--- src/rtl/img_stream_pkg.sv ---
// ============================================================================
// Package    : img_stream_pkg
// Description: Shared types and constants for the image stream feeder.
// Revision   : 1.0 - initial release
// ============================================================================
`default_nettype none

package img_stream_pkg;

    localparam int PIXEL_W  = 8;
    localparam int CREDIT_W = 4;
    localparam logic [CREDIT_W-1:0] CREDIT_MAX = '1;

    typedef enum logic [2:0] {
        IDLE   = 3'd0,
        STREAM = 3'd1,
        WAIT   = 3'd2,
        DRAIN  = 3'd3,
        DONE   = 3'd4
    } feeder_state_t;

    function automatic int min_int(input int a, input int b);
        return (a < b) ? a : b;
    endfunction

endpackage

`default_nettype wire

--- src/rtl/pixel_skid_buffer.sv ---
// ============================================================================
// Module     : pixel_skid_buffer
// Description: 2-entry pixel register slice absorbing the 1-clk memory latency.
// Revision   : 1.0 - initial release
// ============================================================================
`default_nettype none

module pixel_skid_buffer
    import img_stream_pkg::*;
(
    input  logic               i_clk,
    input  logic               i_reset_n,
    input  logic               i_push,
    input  logic [PIXEL_W-1:0] i_data,
    output logic               o_valid,
    output logic [PIXEL_W-1:0] o_data,
    input  logic               i_ready,
    output logic [1:0]         o_occupancy
);

    logic [1:0]         count_q, count_d;
    logic [PIXEL_W-1:0] head_q, head_d;
    logic [PIXEL_W-1:0] tail_q, tail_d;
    logic               pop;

    assign pop     = (count_q != 2'd0) && i_ready;
    assign o_valid = (count_q != 2'd0);
    assign o_data  = head_q;
    // Occupancy left after this cycle's pop, so a draining entry frees its slot at once.
    assign o_occupancy = count_q - {1'b0, pop};

    always_comb begin
        count_d = count_q;
        head_d  = head_q;
        tail_d  = tail_q;
        case ({i_push, pop})
            2'b01: begin
                if (count_q == 2'd2) begin
                    head_d = tail_q;
                end
                count_d = count_q - 2'd1;
            end
            2'b10: begin
                if (count_q == 2'd0) begin
                    head_d = i_data;
                end else begin
                    tail_d = i_data;
                end
                count_d = count_q + 2'd1;
            end
            2'b11: begin
                if (count_q == 2'd1) begin
                    head_d = i_data;
                end else begin
                    head_d = tail_q;
                    tail_d = i_data;
                end
            end
            default: begin
            end
        endcase
    end

    always_ff @(posedge i_clk or negedge i_reset_n) begin
        if (!i_reset_n) begin
            count_q <= 2'd0;
            head_q  <= '0;
            tail_q  <= '0;
        end else begin
            count_q <= count_d;
            head_q  <= head_d;
            tail_q  <= tail_d;
        end
    end

endmodule

`default_nettype wire

--- src/rtl/image_stream_feeder.sv ---
// ============================================================================
// Module     : image_stream_feeder
// Description: Line-credit paced frame reader driving an AXI-stream pixel master.
// Revision   : 1.0 - initial release
// ============================================================================
`default_nettype none

module image_stream_feeder
    import img_stream_pkg::*;
#(
    parameter int LINE_WIDTH    = 512,
    parameter int NUM_LINES     = 512,
    parameter int PREFILL_LINES = 4,
    parameter int ADDR_W        = $clog2(LINE_WIDTH * NUM_LINES)
) (
    input  logic               i_clk,
    input  logic               i_reset_n,
    input  logic               i_start,
    input  logic               i_intr,
    output logic               o_mem_rd_en,
    output logic [ADDR_W-1:0]  o_mem_addr,
    input  logic [PIXEL_W-1:0] i_mem_data,
    output logic               o_valid,
    output logic [PIXEL_W-1:0] o_data,
    input  logic               i_ready,
    output logic               o_busy,
    output logic               o_done
);

    localparam int COL_W       = (LINE_WIDTH > 1) ? $clog2(LINE_WIDTH) : 1;
    localparam int LINE_W      = (NUM_LINES > 1) ? $clog2(NUM_LINES) : 1;
    localparam int GRANT_W     = $clog2(NUM_LINES + 1);
    localparam int PREFILL_EFF = min_int(PREFILL_LINES, NUM_LINES);

    localparam logic [COL_W-1:0]    COL_LAST     = COL_W'(LINE_WIDTH - 1);
    localparam logic [LINE_W-1:0]   LINE_LAST    = LINE_W'(NUM_LINES - 1);
    localparam logic [GRANT_W-1:0]  GRANT_LIMIT  = GRANT_W'(NUM_LINES);
    localparam logic [CREDIT_W-1:0] CREDIT_START = CREDIT_W'(PREFILL_EFF);

    feeder_state_t       state_q, state_d;
    logic [COL_W-1:0]    col_q, col_d;
    logic [LINE_W-1:0]   line_q, line_d;
    logic [ADDR_W-1:0]   addr_q, addr_d;
    logic [CREDIT_W-1:0] credits_q, credits_d;
    logic [GRANT_W-1:0]  grants_q, grants_d;
    logic                inflight_q;

    logic                issue;
    logic                line_end_issue;
    logic                frame_end_issue;
    logic                intr_accept;
    logic                start_accept;
    logic [1:0]          skid_occ;

    pixel_skid_buffer u_skid (
        .i_clk       (i_clk),
        .i_reset_n   (i_reset_n),
        .i_push      (inflight_q),
        .i_data      (i_mem_data),
        .o_valid     (o_valid),
        .o_data      (o_data),
        .i_ready     (i_ready),
        .o_occupancy (skid_occ)
    );

    // At most two pixels may be owed to the skid buffer: stored plus in flight.
    assign issue = (state_q == STREAM) && (credits_q != '0) &&
                   ((skid_occ == 2'd0) || ((skid_occ == 2'd1) && !inflight_q));

    assign line_end_issue  = issue && (col_q == COL_LAST);
    assign frame_end_issue = line_end_issue && (line_q == LINE_LAST);
    assign start_accept    = i_start && (state_q == IDLE);

    // A grant is only taken if it can land in the counter, so no line is ever lost.
    assign intr_accept = i_intr &&
                         ((state_q == STREAM) || (state_q == WAIT)) &&
                         (grants_q < GRANT_LIMIT) &&
                         ((credits_q != CREDIT_MAX) || line_end_issue);

    always_comb begin
        credits_d = credits_q;
        grants_d  = grants_q;
        if (start_accept) begin
            credits_d = CREDIT_START;
            grants_d  = GRANT_W'(PREFILL_EFF);
        end else begin
            if (intr_accept) begin
                grants_d = grants_q + 1'b1;
            end
            case ({intr_accept, line_end_issue})
                2'b10:   credits_d = credits_q + 1'b1;
                2'b01:   credits_d = credits_q - 1'b1;
                default: credits_d = credits_q;
            endcase
        end
    end

    always_comb begin
        col_d  = col_q;
        line_d = line_q;
        addr_d = addr_q;
        if (start_accept) begin
            col_d  = '0;
            line_d = '0;
            addr_d = '0;
        end else if (issue) begin
            addr_d = addr_q + 1'b1;
            if (col_q == COL_LAST) begin
                col_d  = '0;
                line_d = line_q + 1'b1;
            end else begin
                col_d = col_q + 1'b1;
            end
        end
    end

    always_comb begin
        state_d = state_q;
        case (state_q)
            IDLE: begin
                if (start_accept) begin
                    state_d = STREAM;
                end
            end
            STREAM: begin
                if (frame_end_issue) begin
                    state_d = DRAIN;
                end else if (line_end_issue && (credits_d == '0)) begin
                    state_d = WAIT;
                end
            end
            WAIT: begin
                if (credits_d != '0) begin
                    state_d = STREAM;
                end
            end
            DRAIN: begin
                if (!inflight_q && (skid_occ == 2'd0)) begin
                    state_d = DONE;
                end
            end
            DONE: begin
                state_d = IDLE;
            end
            default: begin
                state_d = IDLE;
            end
        endcase
    end

    always_ff @(posedge i_clk or negedge i_reset_n) begin
        if (!i_reset_n) begin
            state_q    <= IDLE;
            col_q      <= '0;
            line_q     <= '0;
            addr_q     <= '0;
            credits_q  <= '0;
            grants_q   <= '0;
            inflight_q <= 1'b0;
        end else begin
            state_q    <= state_d;
            col_q      <= col_d;
            line_q     <= line_d;
            addr_q     <= addr_d;
            credits_q  <= credits_d;
            grants_q   <= grants_d;
            inflight_q <= issue;
        end
    end

    assign o_mem_rd_en = issue;
    assign o_mem_addr  = addr_q;
    assign o_busy      = (state_q != IDLE);
    assign o_done      = (state_q == DONE);

endmodule

`default_nettype wire

--- config.mk ---
export PLATFORM = sky130hd
export DESIGN_NAME = image_stream_feeder
export DESIGN_NICKNAME = d
export VERILOG_FILES = /design/src/rtl/img_stream_pkg.sv /design/src/rtl/pixel_skid_buffer.sv /design/src/rtl/image_stream_feeder.sv
export SDC_FILE = /design/constraint.sdc
export NUM_CORES = 1
export LEC_CHECK = 0
export CAP_MARGIN = 30
export CORE_MARGIN = 2
export CORE_UTILIZATION = 60
export CTS_BUF_LIST = sky130_fd_sc_hd__clkbuf_16
export CTS_CLUSTER_SIZE = 12
export DETAILED_ROUTE_END_ITERATION = 16
export GPL_ROUTABILITY_DRIVEN = 0
export PLACE_DENSITY = 0.9
export SYNTH_ARGS = -nofsm -noshare
export SYNTH_HDL_FRONTEND = slang
export SYNTH_SLANG_ARGS = --single-unit
--- constraint.sdc ---
create_clock -name i_clk -period 7.4 [get_ports i_clk]
set_clock_uncertainty 0.2 [all_clocks]
set_input_delay 1.48 -clock i_clk [delete_from_list [all_inputs] [get_ports i_clk]]
set_output_delay 1.48 -clock i_clk [all_outputs]
set_load 0.1 [all_outputs]
=== Word level (Yosys, flattened, before mapping) ===
Cells that the tools add are included.

* Flip-flop bits (word level): 72

* Add/subtract/negate cells: 9
* $lt $le $gt $ge: 1
* Equal/unequal tests: 23
* Muxes and demuxes: 26
* Reductions and logical operators: 34

{| class="wikitable"
|+ Operator list
! operator !! count
|-
| $mux W9 || 6
|-
| $mux W8 || 5
|-
| $mux W18 || 2
|-
| $pmux W8 S3 || 1
|-
| $mux W10 || 2
|-
| $add A18 B1 Y18 const B || 1
|-
| $add A9 B1 Y9 const B || 2
|-
| $eq A9 B9 Y1 const B || 2
|-
| $pmux W8 S2 || 1
|-
| $mux W3 || 5
|-
| $logic_and A1 B1 Y1 || 12
|-
| $pmux W3 S4 || 1
|-
| $reduce_bool A2 Y1 || 6
|-
| $add A10 B1 Y10 const B || 1
|-
| $lt A10 B10 Y1 const B || 1
|-
| $eq A2 B1 Y1 const B || 4
|-
| $eq A2 B2 Y1 const B || 4
|-
| $ne A2 B2 Y1 const B || 4
|-
| $pmux W4 S2 || 1
|-
| $reduce_bool A4 Y1 || 2
|-
| $eq A3 B2 Y1 const B || 2
|-
| $ne A2 B1 Y1 const B || 3
|-
| $reduce_and A3 Y1 || 2
|-
| $reduce_bool A3 Y1 || 2
|-
| 18 further kinds || 21
|}

=== Logic depth before layout (Yosys ltp) ===
Gate-level depths: netlist of the first run.

* Word-level depth: 18
* Gate-level depth with buffers: 18
* Mapped depth without buffers: 18

=== Modules after synthesis ===
Synthesis of the first run repeated with hierarchy kept, for this count alone.

* Cells, all modules: 416
* Area total of the unflattened synthesis: 3,958.8 µm²

{| class="wikitable"
|+ Modules (own cells, without submodules)
! module !! instances !! cells each !! area each (µm²) !! seq. area each (µm²)
|-
| image_stream_feeder || 1 || 306 || 2,899.0 || 1,351.3
|-
| pixel_skid_buffer || 1 || 110 || 1,059.8 || 450.4
|}

=== Worst setup path before layout of the first run ===
OpenSTA, ideal clock, no wires.

* Path type: input-to-output
* From: input i_ready
* To: output o_mem_rd_en
* Arrival time: 3.358 ns
* Data required time: 5.720 ns
* Setup slack: 2.362 ns
* Stages on the path: 7
* Path buffers: 1
* Cell sequence: nand2_1 -> inv_1 -> ha_1 -> xnor2_1 -> nand4_1 -> inv_2 -> clkbuf_1

* Word-level cells in the longest chain between the ends: 6
* Elaborated cells on any way between the ends: 7
* Classes of those cells: add/sub (1); eq/ne (1); reduce/logical (5)

{| class="wikitable"
|+ Ends and longest elaborated chain
! item !! line !! text
|-
| start, declared || image_stream_feeder.sv:25 || <nowiki>input logic i_ready,</nowiki>
|-
| $logic_and A1 B1 Y1 * || pixel_skid_buffer.sv:26 || <nowiki>assign pop = (count_q != 2'd0) && i_ready;</nowiki>
|-
| $sub A2 B1 Y2 * || pixel_skid_buffer.sv:30 || <nowiki>assign o_occupancy = count_q - {1'b0, pop};</nowiki>
|-
| $eq A2 B1 Y1 || image_stream_feeder.sv:68 || <nowiki>((skid_occ == 2'd0) || ((skid_occ == 2'd1) && !inflight_q));</nowiki>
|-
| $logic_and A1 B1 Y1 || image_stream_feeder.sv:68 ||
|-
| $logic_or A1 B1 Y1 * || image_stream_feeder.sv:68 ||
|-
| $logic_and A1 B1 Y1 * || image_stream_feeder.sv:67 || <nowiki>assign issue = (state_q == STREAM) && (credits_q != '0) &&</nowiki>
|-
| end, declared || image_stream_feeder.sv:20 || <nowiki>output logic o_mem_rd_en,</nowiki>
|}

Every way passes the cells marked *; elsewhere a longest branch is shown, timed or not.

=== Worst setup path after layout of the first run ===
Ends and elaborated chain as after synthesis.

==> results.yml, run 1 <==
power_and_ir_drop:
  p_leak_nw: 2.00
  p_clk_share_pct: 21.1
  switching_share_pct: 47.0
  pwr-share-comb_pct: 48.1
  powerDensity_mw_per_mm2: 450
  p_switching_mw: 0.948
  peakVddDrop_mv: 0.592
  p_seq_share_pct: 30.8
  intPower_mw: 1.07
cells_and_area:
  drive_gt1_share_pct: 7.41
  final_core_util_pct: 74.9
  nets: 457
  final-instance-count-excl-fill: 507
  syn2layout_area_growth_pct: 19.8
  fin_area_mm2: 0.00449
  diodes: 0
logic_synthesis:
  synth_area_mm2: 0.00374
  ys_ff_latch: 72
  yosysSeqAreaShare_pct: 48.1
  ys_warn_count: 0
  yosys.area.top_type: "dfrtp_1"
  synth.distinct_cells: 45
  synth-main-ff-cell: "dfrtp_1"
  syn-num-nets: 417
  synth_edf_count: 0
  avgSynthCellArea_um2: 9.68
  synthTopCellsByArea: "dfrtp_1 48%, nor2_1 5.5%, ha_1 5.3%"
  synth_cells: 387
  synth_top_area_share_pct: 48.1
  async_reset_ff_share_pct: 100
clock_network:
  clk_pin_slew_ns: 0.05
  clockBufferDepth: 2
  ctsHoldBuffers: 0
  cts.repair.resized: 0
  cts_setup_buffers: 0
  htree_levels: 3
  cts.sinks: 72
  clk_latency_ns: 0.33
  root_buffer: "clkbuf_16"
  cts_buffers: 9
  cts_tree: "built"
placed_design:
  hpwl_um: 5280
  placed_cells: 491
  portBuffers: 42
  place_area_mm2: 0.00419
route:
  drt-total-wl_um: 7970
  firstDrtPassIters: 5
  vias: 3002
  drt-vias-per-instance: 5.92
  drt_drc_violations_left: 0
  ant_nets: 0
  wl_per_cell_um: 15.7
  drt_iter0_markers: 197
floorplan:
  die_area_mm2: 0.00689
  start_util_pct: 62.5
  ioPinCount: 43
  core_mm2: 0.00599
  die_h_um: 83
  num_rows: 28
  die_x_um: 83
global_routing:
  grt_max_degree: 73
  grt_use_total_pct: 24.6
  grt.overflow.total: 0
  first_global_vias: 3060
  grt_pass1_wl_um: 13800
  antenna_found_initial: 0
timing:
  slew_headroom_pct: 33.9
  min_period_ns: 6.29
  rsz0062_at_grt: "false"
  slew_viol_final: 0
  fmax_ghz: 0.159
  worst_pin_slew_ns: 0.988
  period_share_pct: 85.0
  whs_ns: 0.306
  finalSetupViolCount: 0
  finalHoldViolCount: 0
  tns_ns: 0
min_path:
  hold_class: "reg2reg"
setup_path:
  crit_top_cell: "clkdlybuf4s50_1"
  crit_path_start_kind: "input pin"
  crit_fanout: 19
  critPathKind: "in2out"
  cp.arrival_ns: 4.61
  crit_chain: "clkdlybuf4s50_1 -> nand2_1 -> inv_1 -> ha_1 -> xnor2_1 -> nand4_1 -> inv_2 -> clkdlybuf4s50_1"
  critical_path_required_ns: 5.72
  crit_path_max_incr_delay_ns: 1.20
  end_kind: "output port"
  crit_slowest_cell: "clkdlybuf4s50_1"
job:
  maxCapViolations: 0
run_status:
  status: "completed"
[metrics by stage]
step                      power (mW)  worst slack (ns)
final                           2.02              1.11
after global routing            2.13             0.944
after CTS                       2.03              1.18
after detailed placement        1.59              1.19
after global placement          1.54              1.24
after floorplan                 1.37              2.36
[Yosys cell counts (6+ instances only)]
cell type,instances
xor2_1,22
nor2b_1,6
nor3_1,6
mux2_2,8
inv_1,9
nand3_1,19
nand2_1,33
nor2_1,55
clkbuf_1,10
a22oi_1,9
ha_1,16
nand4_1,9
a21oi_1,26
xnor2_1,12
and3_1,7
dfrtp_1,72
o21ai_0,13
or3_1,7
[cells in the final DEF, fill, tap and decap left out, drive strengths merged, types with 2 or more instances in the layout]
| cell type | instances |
|---|---|
| mux2i | 5 |
| nor2 | 55 |
| a21oi | 26 |
| clkdlybuf4s50 | 41 |
| nor3 | 6 |
| o21ai | 14 |
| nand4b | 2 |
| nand4 | 9 |
| nand2b | 3 |
| nor4 | 2 |
| inv | 12 |
| clkbuf | 9 |
| and2 | 3 |
| a21o | 2 |
| mux2 | 8 |
| nand2 | 33 |
| or3 | 7 |
| a22oi | 9 |
| and3 | 7 |
| ha | 16 |
| nor3b | 4 |
| xnor2 | 12 |
| xor2 | 22 |
| dfrtp | 72 |
| a31oi | 4 |
| nor2b | 6 |
| a31o | 3 |
| nand3 | 19 |
| clkinv | 3 |
| a211oi | 2 |
| buf | 4 |
| nand3b | 2 |
[per-layer routing]
metal | up-vias | GRT usage [%] | wire length (um)
met3 | 16 | 5.96 | 357
met5 | - | 0 | 0
met1 | 1470 | 30.8 | 3460
li1 | 1428 | - | -
met4 | 0 | 11.2 | 175
met2 | 88 | 40.5 | 3970
[cells by family after synthesis]
| family | share of synthesized area, % |
|---|---|
| and+or+nand+nor | 20.7 |
| muxes | 3.84 |
| AOI/OAI and AO/OA | 10.3 |
| xor gates and xnor gates | 7.95 |
| buffers and inverters | 3.27 |
| adders and majority gates | 5.88 |
| DFF | 48.1 |
[power groups by stage]
stage | sequential [mW] | combinational (mW) | clock (mW)
6_report | 0.622 | 0.972 | 0.426
5_1_grt | 0.636 | 1.05 | 0.452
4_1_cts | 0.619 | 0.975 | 0.433
3_5_place_dp | 0.622 | 0.966 | 0
3_3_place_gp | 0.613 | 0.932 | 0
2_1_floorplan | 0.866 | 0.507 | 0
[path summary, 6_finish.rpt]
check | end | start | cells past startpoint | slack (ns)
min in group asynchronous | u_skid.count_q[1]$_DFFE_PN0P_ | i_reset_n | 2 | 1.13
max | o_mem_rd_en | i_ready | 8 | 1.11
max reg2reg | state_q[0]$_DFFE_PN0P_ | u_skid.count_q[0]$_DFFE_PN0P_ | 18 | 2.62
max in group asynchronous | u_skid.o_data[2]$_DFFE_PN0P_ | i_reset_n | 2 | 5.28
min | u_skid.tail_q[4]$_DFFE_PN0P_ | u_skid.tail_q[4]$_DFFE_PN0P_ | 1 | 0.31
min reg2reg | u_skid.tail_q[4]$_DFFE_PN0P_ | u_skid.tail_q[4]$_DFFE_PN0P_ | 1 | 0.31
[flip-flops by register name (all words and copies together) (netlist names)]
register / count
col_q: 9
credits_q: 4
grants_q: 10
inflight_q: 1
line_q: 9
o_mem_addr: 18
state_q: 3
u_skid.count_q: 2
u_skid.o_data: 8
u_skid.tail_q: 8
[worst max-delay path: cells and delay by family]
| kind | cells | cell delay [ns] |
|---|---|---|
| XOR/XNOR | 1 | 0.23 |
| adder cells (fa/ha/maj) | 1 | 0.20 |
| buffers and inverters | 4 | 2.13 |
| AND/OR/NAND/NOR | 2 | 0.57 |
[layout make-up]
cell class | instances | area [um2]
inverters | 10 | 37.5
well taps | 75 | 93.8
clock buffers | 9 | 225
multi-input cells | 289 | 1820
fillers | 413 | 1510
clock inverters | 7 | 68.8
repair buffers | 45 | 438
flip-flops and latches | 72 | 1800
Note: power is estimated with default switching activity, not from simulation.
==> run 2: changes to the inputs <==
CORE_UTILIZATION = 51   (was 60)
PLACE_DENSITY = 0.81   (was 0.9)
clock period = 5.1 ns   (was 7.4 ns; I/O delays follow)
==> results.yml, run 2 (synthesis results as in run 1) <==
run_status:
  status: "completed"
setup_path:
  path_delay_family: "compound AO/OA/AOI/OAI gates"
  path_buf_inv: 3
  startpoint: "i_ready"
  cp.arrival_ns: 4.28
  critical_path_required_ns: 5.12
  crit_slowest_cell: "clkdlybuf4s50_1"
  end_kind: "register"
  reg2reg_to: "state_q[0]$_DFFE_PN0P_"
  critPathKind: "in2reg"
  crit_fanout: 6
  crit_chain: "clkdlybuf4s50_1 -> nand2_1 -> inv_1 -> ha_1 -> xnor2_1 -> nand4_1 -> inv_2 -> and3_1 -> ha_1 -> a21o_1 -> a21oi_1 -> a211oi_1 -> a31o_1 -> mux2i_2 -> o2111ai_1 -> a31o_1"
  endpoint: "state_q[0]$_DFFE_PN0P_"
  crit_path_max_incr_delay_ns: 0.40
  r2r_start: "u_skid.count_q[0]$_DFFE_PN0P_"
  ff2ff_setup_slack_ns: 1.16
  crit_path_start_kind: "input pin"
  crit_cells: 16
  worst-r2r-cell-count: 18
route:
  drt-total-wl_um: 7640
  drt_drc_violations_left: 0
  vias: 2908
  drt_iter0_markers: 131
  drt-vias-per-instance: 5.47
  wl_met2_um: 3760
  wl_per_cell_um: 14.4
  drt-met1-wl_um: 3520
  ant_nets: 0
  firstDrtPassIters: 5
  top_layer: "met4"
  wl_met3_um: 303
timing:
  tns_ns: 0
  slew_headroom_pct: 34.6
  finalHoldViolCount: 0
  postLayoutSetupSlackWorst_ns: 0.840
  worst_pin_slew_ns: 0.977
  fmax_ghz: 0.235
  rsz0062_at_grt: "false"
  finalSetupViolCount: 0
  period_share_pct: 83.5
  slew_viol_final: 0
  whs_ns: 0.303
  min_period_ns: 4.26
clock_network:
  htree_levels: 3
  ctsHoldBuffers: 0
  cts_buffers: 9
  cts_setup_buffers: 0
  cts.repair.resized: 0
  cts.sinks: 72
  clk_latency_ns: 0.33
  clk_pin_slew_ns: 0.06
  cts_tree: "built"
  root_buffer: "clkbuf_16"
  clockBufferDepth: 2
floorplan:
  core_mm2: 0.00718
  die_h_um: 89.7
  start_util_pct: 52.2
  die_x_um: 89.7
  num_rows: 31
  ioPinCount: 43
  die_area_mm2: 0.00804
global_routing:
  antenna_found_initial: 0
  grt_use_total_pct: 20.1
  first_global_vias: 2713
  grt_pass1_wl_um: 12500
  grt_max_degree: 47
  grt.overflow.total: 0
placed_design:
  portBuffers: 42
  hpwl_um: 5260
  dp_slack_ns: 0.534
  place_area_mm2: 0.00425
power_and_ir_drop:
  powerDensity_mw_per_mm2: 653
  p_leak_nw: 2.01
  peakVddDrop_mv: 0.732
cells_and_area:
  diodes: 0
  final_core_util_pct: 63.2
  layout_commonest_cell: "dfrtp_1"
  multi_input_area_mm2: 0.00182
  largest_register_ff_count: 18
  fin_area_mm2: 0.00453
  nets: 459
  syn2layout_area_growth_pct: 21.0
  drive_gt1_share_pct: 7.85
  fill_cells: 588
  layout_common_cells: "72 x dfrtp_1, 55 x nor2_1, 40 x clkdlybuf4s50_1"
  seq_area_mm2: 0.00180
job:
  maxCapViolations: 0
min_path:
  hold_class: "reg2reg"
[run 2: cell count changes in the layout (fill, tap and decap cells not counted), sizes merged]
cell	delta
clkdlybuf4s50	-1
inv	-1
buf	+3
[run 2: final cells by class]
cell class,instances,share of cell area [%]
multi-input combinational,289,40.2
sequential,72,39.8
timing repair buffer,47,10.2
clock buffer,9,4.97
tap,99,2.73
clock inverter,6,1.33
inverter,10,0.828
[run 2: power breakdown]
group | internal (mW) | switching [mW] | total [mW] | leakage (nW)
logic | 0.477 | 0.987 | 1.46 | 0.954
clock network | 0.373 | 0.227 | 0.601 | 0.139
registers | 0.742 | 0.154 | 0.896 | 0.920
total | 1.59 | 1.37 | 2.96 | 2.01
[run 2: stage by stage]
stage | std cells | power [mW]
2_1_floorplan | 387 | 1.99
3_3_place_gp | 517 | 2.30
3_5_place_dp | 517 | 2.36
4_1_cts | 532 | 2.98
5_1_grt | 532 | 3.13
6_report | 532 | 2.96
[run 2: per-layer routing]
layer	GRT usage, %	up-vias
met5	0	-
met4	8.55	0
met3	4.84	4
met2	31.5	64
met1	26.8	1409
li1	-	1431
[run 2: worst min path at each step]
stage	startpoint	to	slack (ns)	cells after the start
floorplan	grants_q[9]$_DFFE_PN0P_	grants_q[9]$_DFFE_PN0P_	0.26	2
global placement	line_q[8]$_DFFE_PN0P_	line_q[8]$_DFFE_PN0P_	0.29	2
detailed placement	u_skid.tail_q[7]$_DFFE_PN0P_	u_skid.tail_q[7]$_DFFE_PN0P_	0.29	1
CTS	u_skid.count_q[0]$_DFFE_PN0P_	u_skid.count_q[0]$_DFFE_PN0P_	0.31	1
global route	u_skid.tail_q[6]$_DFFE_PN0P_	u_skid.tail_q[6]$_DFFE_PN0P_	0.33	1
finish	u_skid.count_q[0]$_DFFE_PN0P_	u_skid.count_q[0]$_DFFE_PN0P_	0.30	1
==> run 3: changes to the inputs <==
CORE_UTILIZATION = 56   (was 51)
PLACE_DENSITY = 0.85   (was 0.81)
clock period = 4.3 ns   (was 5.1 ns; I/O delays follow)
==> results.yml, run 3 (synthesis results as in run 1) <==
timing:
  worst_pin_slew_ns: 0.992
  period_share_pct: 91.3
  rsz0062_at_grt: "false"
  fmax_ghz: 0.255
  slew_headroom_pct: 33.7
  finalSetupViolCount: 0
  slew_viol_final: 0
  finalHoldViolCount: 0
  min_period_ns: 3.92
  postLayoutSetupSlackWorst_ns: 0.376
  tns_ns: 0
route:
  firstDrtPassIters: 11
  drt-total-wl_um: 7830
  drt-vias-per-instance: 5.75
  ant_nets: 0
  wl_per_cell_um: 15.2
  vias: 2961
  drt_drc_violations_left: 4
  drt_iter0_markers: 231
floorplan:
  die_area_mm2: 0.00736
  start_util_pct: 58.3
  ioPinCount: 43
  die_h_um: 85.8
  core_mm2: 0.00642
  num_rows: 29
  die_x_um: 85.8
clock_network:
  cts_tree: "built"
  clockBufferDepth: 2
  cts_buffers: 9
  htree_levels: 3
  cts.sinks: 72
  clk_latency_ns: 0.33
  cts.repair.resized: 0
  root_buffer: "clkbuf_16"
  clk_pin_slew_ns: 0.06
  cts_setup_buffers: 0
  ctsHoldBuffers: 0
global_routing:
  grt.overflow.total: 0
  first_global_vias: 2960
  grt_use_total_pct: 23.5
  grt_max_degree: 47
  grt_pass1_wl_um: 13700
  antenna_found_initial: 0
cells_and_area:
  seq_area_mm2: 0.00180
  diodes: 0
  drive_gt1_share_pct: 9.13
  multi_input_area_mm2: 0.00182
  fill_cells: 459
  layout_commonest_cell: "dfrtp_1"
  layout_common_cells: "72 x dfrtp_1, 55 x nor2_1, 40 x clkdlybuf4s50_1"
  largest_register_ff_count: 18
  syn2layout_area_growth_pct: 21.4
  nets: 463
  final_core_util_pct: 70.8
setup_path:
  r2r_start: "u_skid.count_q[0]$_DFFE_PN0P_"
  end_kind: "register"
  worst-r2r-cell-count: 19
  ff2ff_setup_slack_ns: 0.56
  endpoint: "state_q[0]$_DFFE_PN0P_"
  crit_path_start_kind: "input pin"
  critical_path_required_ns: 4.32
  cp.arrival_ns: 3.94
  startpoint: "i_ready"
  crit_fanout: 5
  critPathKind: "in2reg"
  reg2reg_to: "state_q[0]$_DFFE_PN0P_"
placed_design:
  hpwl_um: 5310
  dp_slack_ns: 0.0943
  portBuffers: 42
power_and_ir_drop:
  p_leak_nw: 2.03
  powerDensity_mw_per_mm2: 774
  peakVddDrop_mv: 0.858
run_status:
  status: "finished, violations left"
  violations: "DRC"
job:
  maxCapViolations: 0
min_path:
  hold_class: "in2async"
[run 3: power by group]
group          internal [mW]  total, mW  switching [mW]
clock                  0.402      0.708           0.305
combinational          0.570       1.75            1.18
sequential             0.879       1.06           0.186
total                   1.85       3.52            1.67
[run 3: per-stage QoR]
step	instances	instance area [um2]	power (mW)	hold WS, ns
5_1_grt	515	4550	3.74	0.173
3_3_place_gp	498	4240	2.74	0.286
3_5_place_dp	499	4260	2.80	0.296
2_1_floorplan	387	3740	2.36	0.264
4_1_cts	515	4550	3.54	0.174
6_report	515	4550	3.52	0.175
[run 3: cell type report]
cell class                      instances  share of cell area, %
Multi-Input combinational cell        289                   40.0
Sequential cell                        72                   39.6
Inverter                               10                  0.825
Clock buffer                            9                   4.95
Tap cell                               77                   2.12
Timing Repair Buffer                   51                   11.1
Clock inverter                          7                   1.35
[run 3: worst min path at each step]
stage,to,slack [ns],cells after the start
global route,u_skid.o_data[3]$_DFFE_PN0P_,0.17,1
finish,u_skid.o_data[3]$_DFFE_PN0P_,0.18,1
floorplan,grants_q[9]$_DFFE_PN0P_,0.26,2
detailed placement,u_skid.tail_q[6]$_DFFE_PN0P_,0.30,1
CTS,u_skid.o_data[3]$_DFFE_PN0P_,0.17,1
global placement,line_q[8]$_DFFE_PN0P_,0.29,2
[run 3: worst max-delay path, stage by stage]
cell             delay [ns]
clkdlybuf4s50_1        0.45
nand2_1                0.09
inv_1                  0.11
ha_1                   0.26
nand2b_1               0.15
nand4_1                0.14
inv_2                  0.04
and3_1                 0.17
buf_4                  0.15
ha_1                   0.32
a21oi_1                0.09
buf_4                  0.15
a31oi_1                0.13
a22oi_1                0.10
mux2i_2                0.30
o2111ai_1              0.18
a31o_1                 0.25
[run 3: routing by layer]
metal,part of all wire [%],wire length (um),track usage (%),vias up
met1,43,3380,31.2,1450
met4,1.1,84,8.51,0
met3,3.7,292,4.91,6
met5,0,0,0,-
li1,-,-,-,1441
met2,52,4080,38.4,64
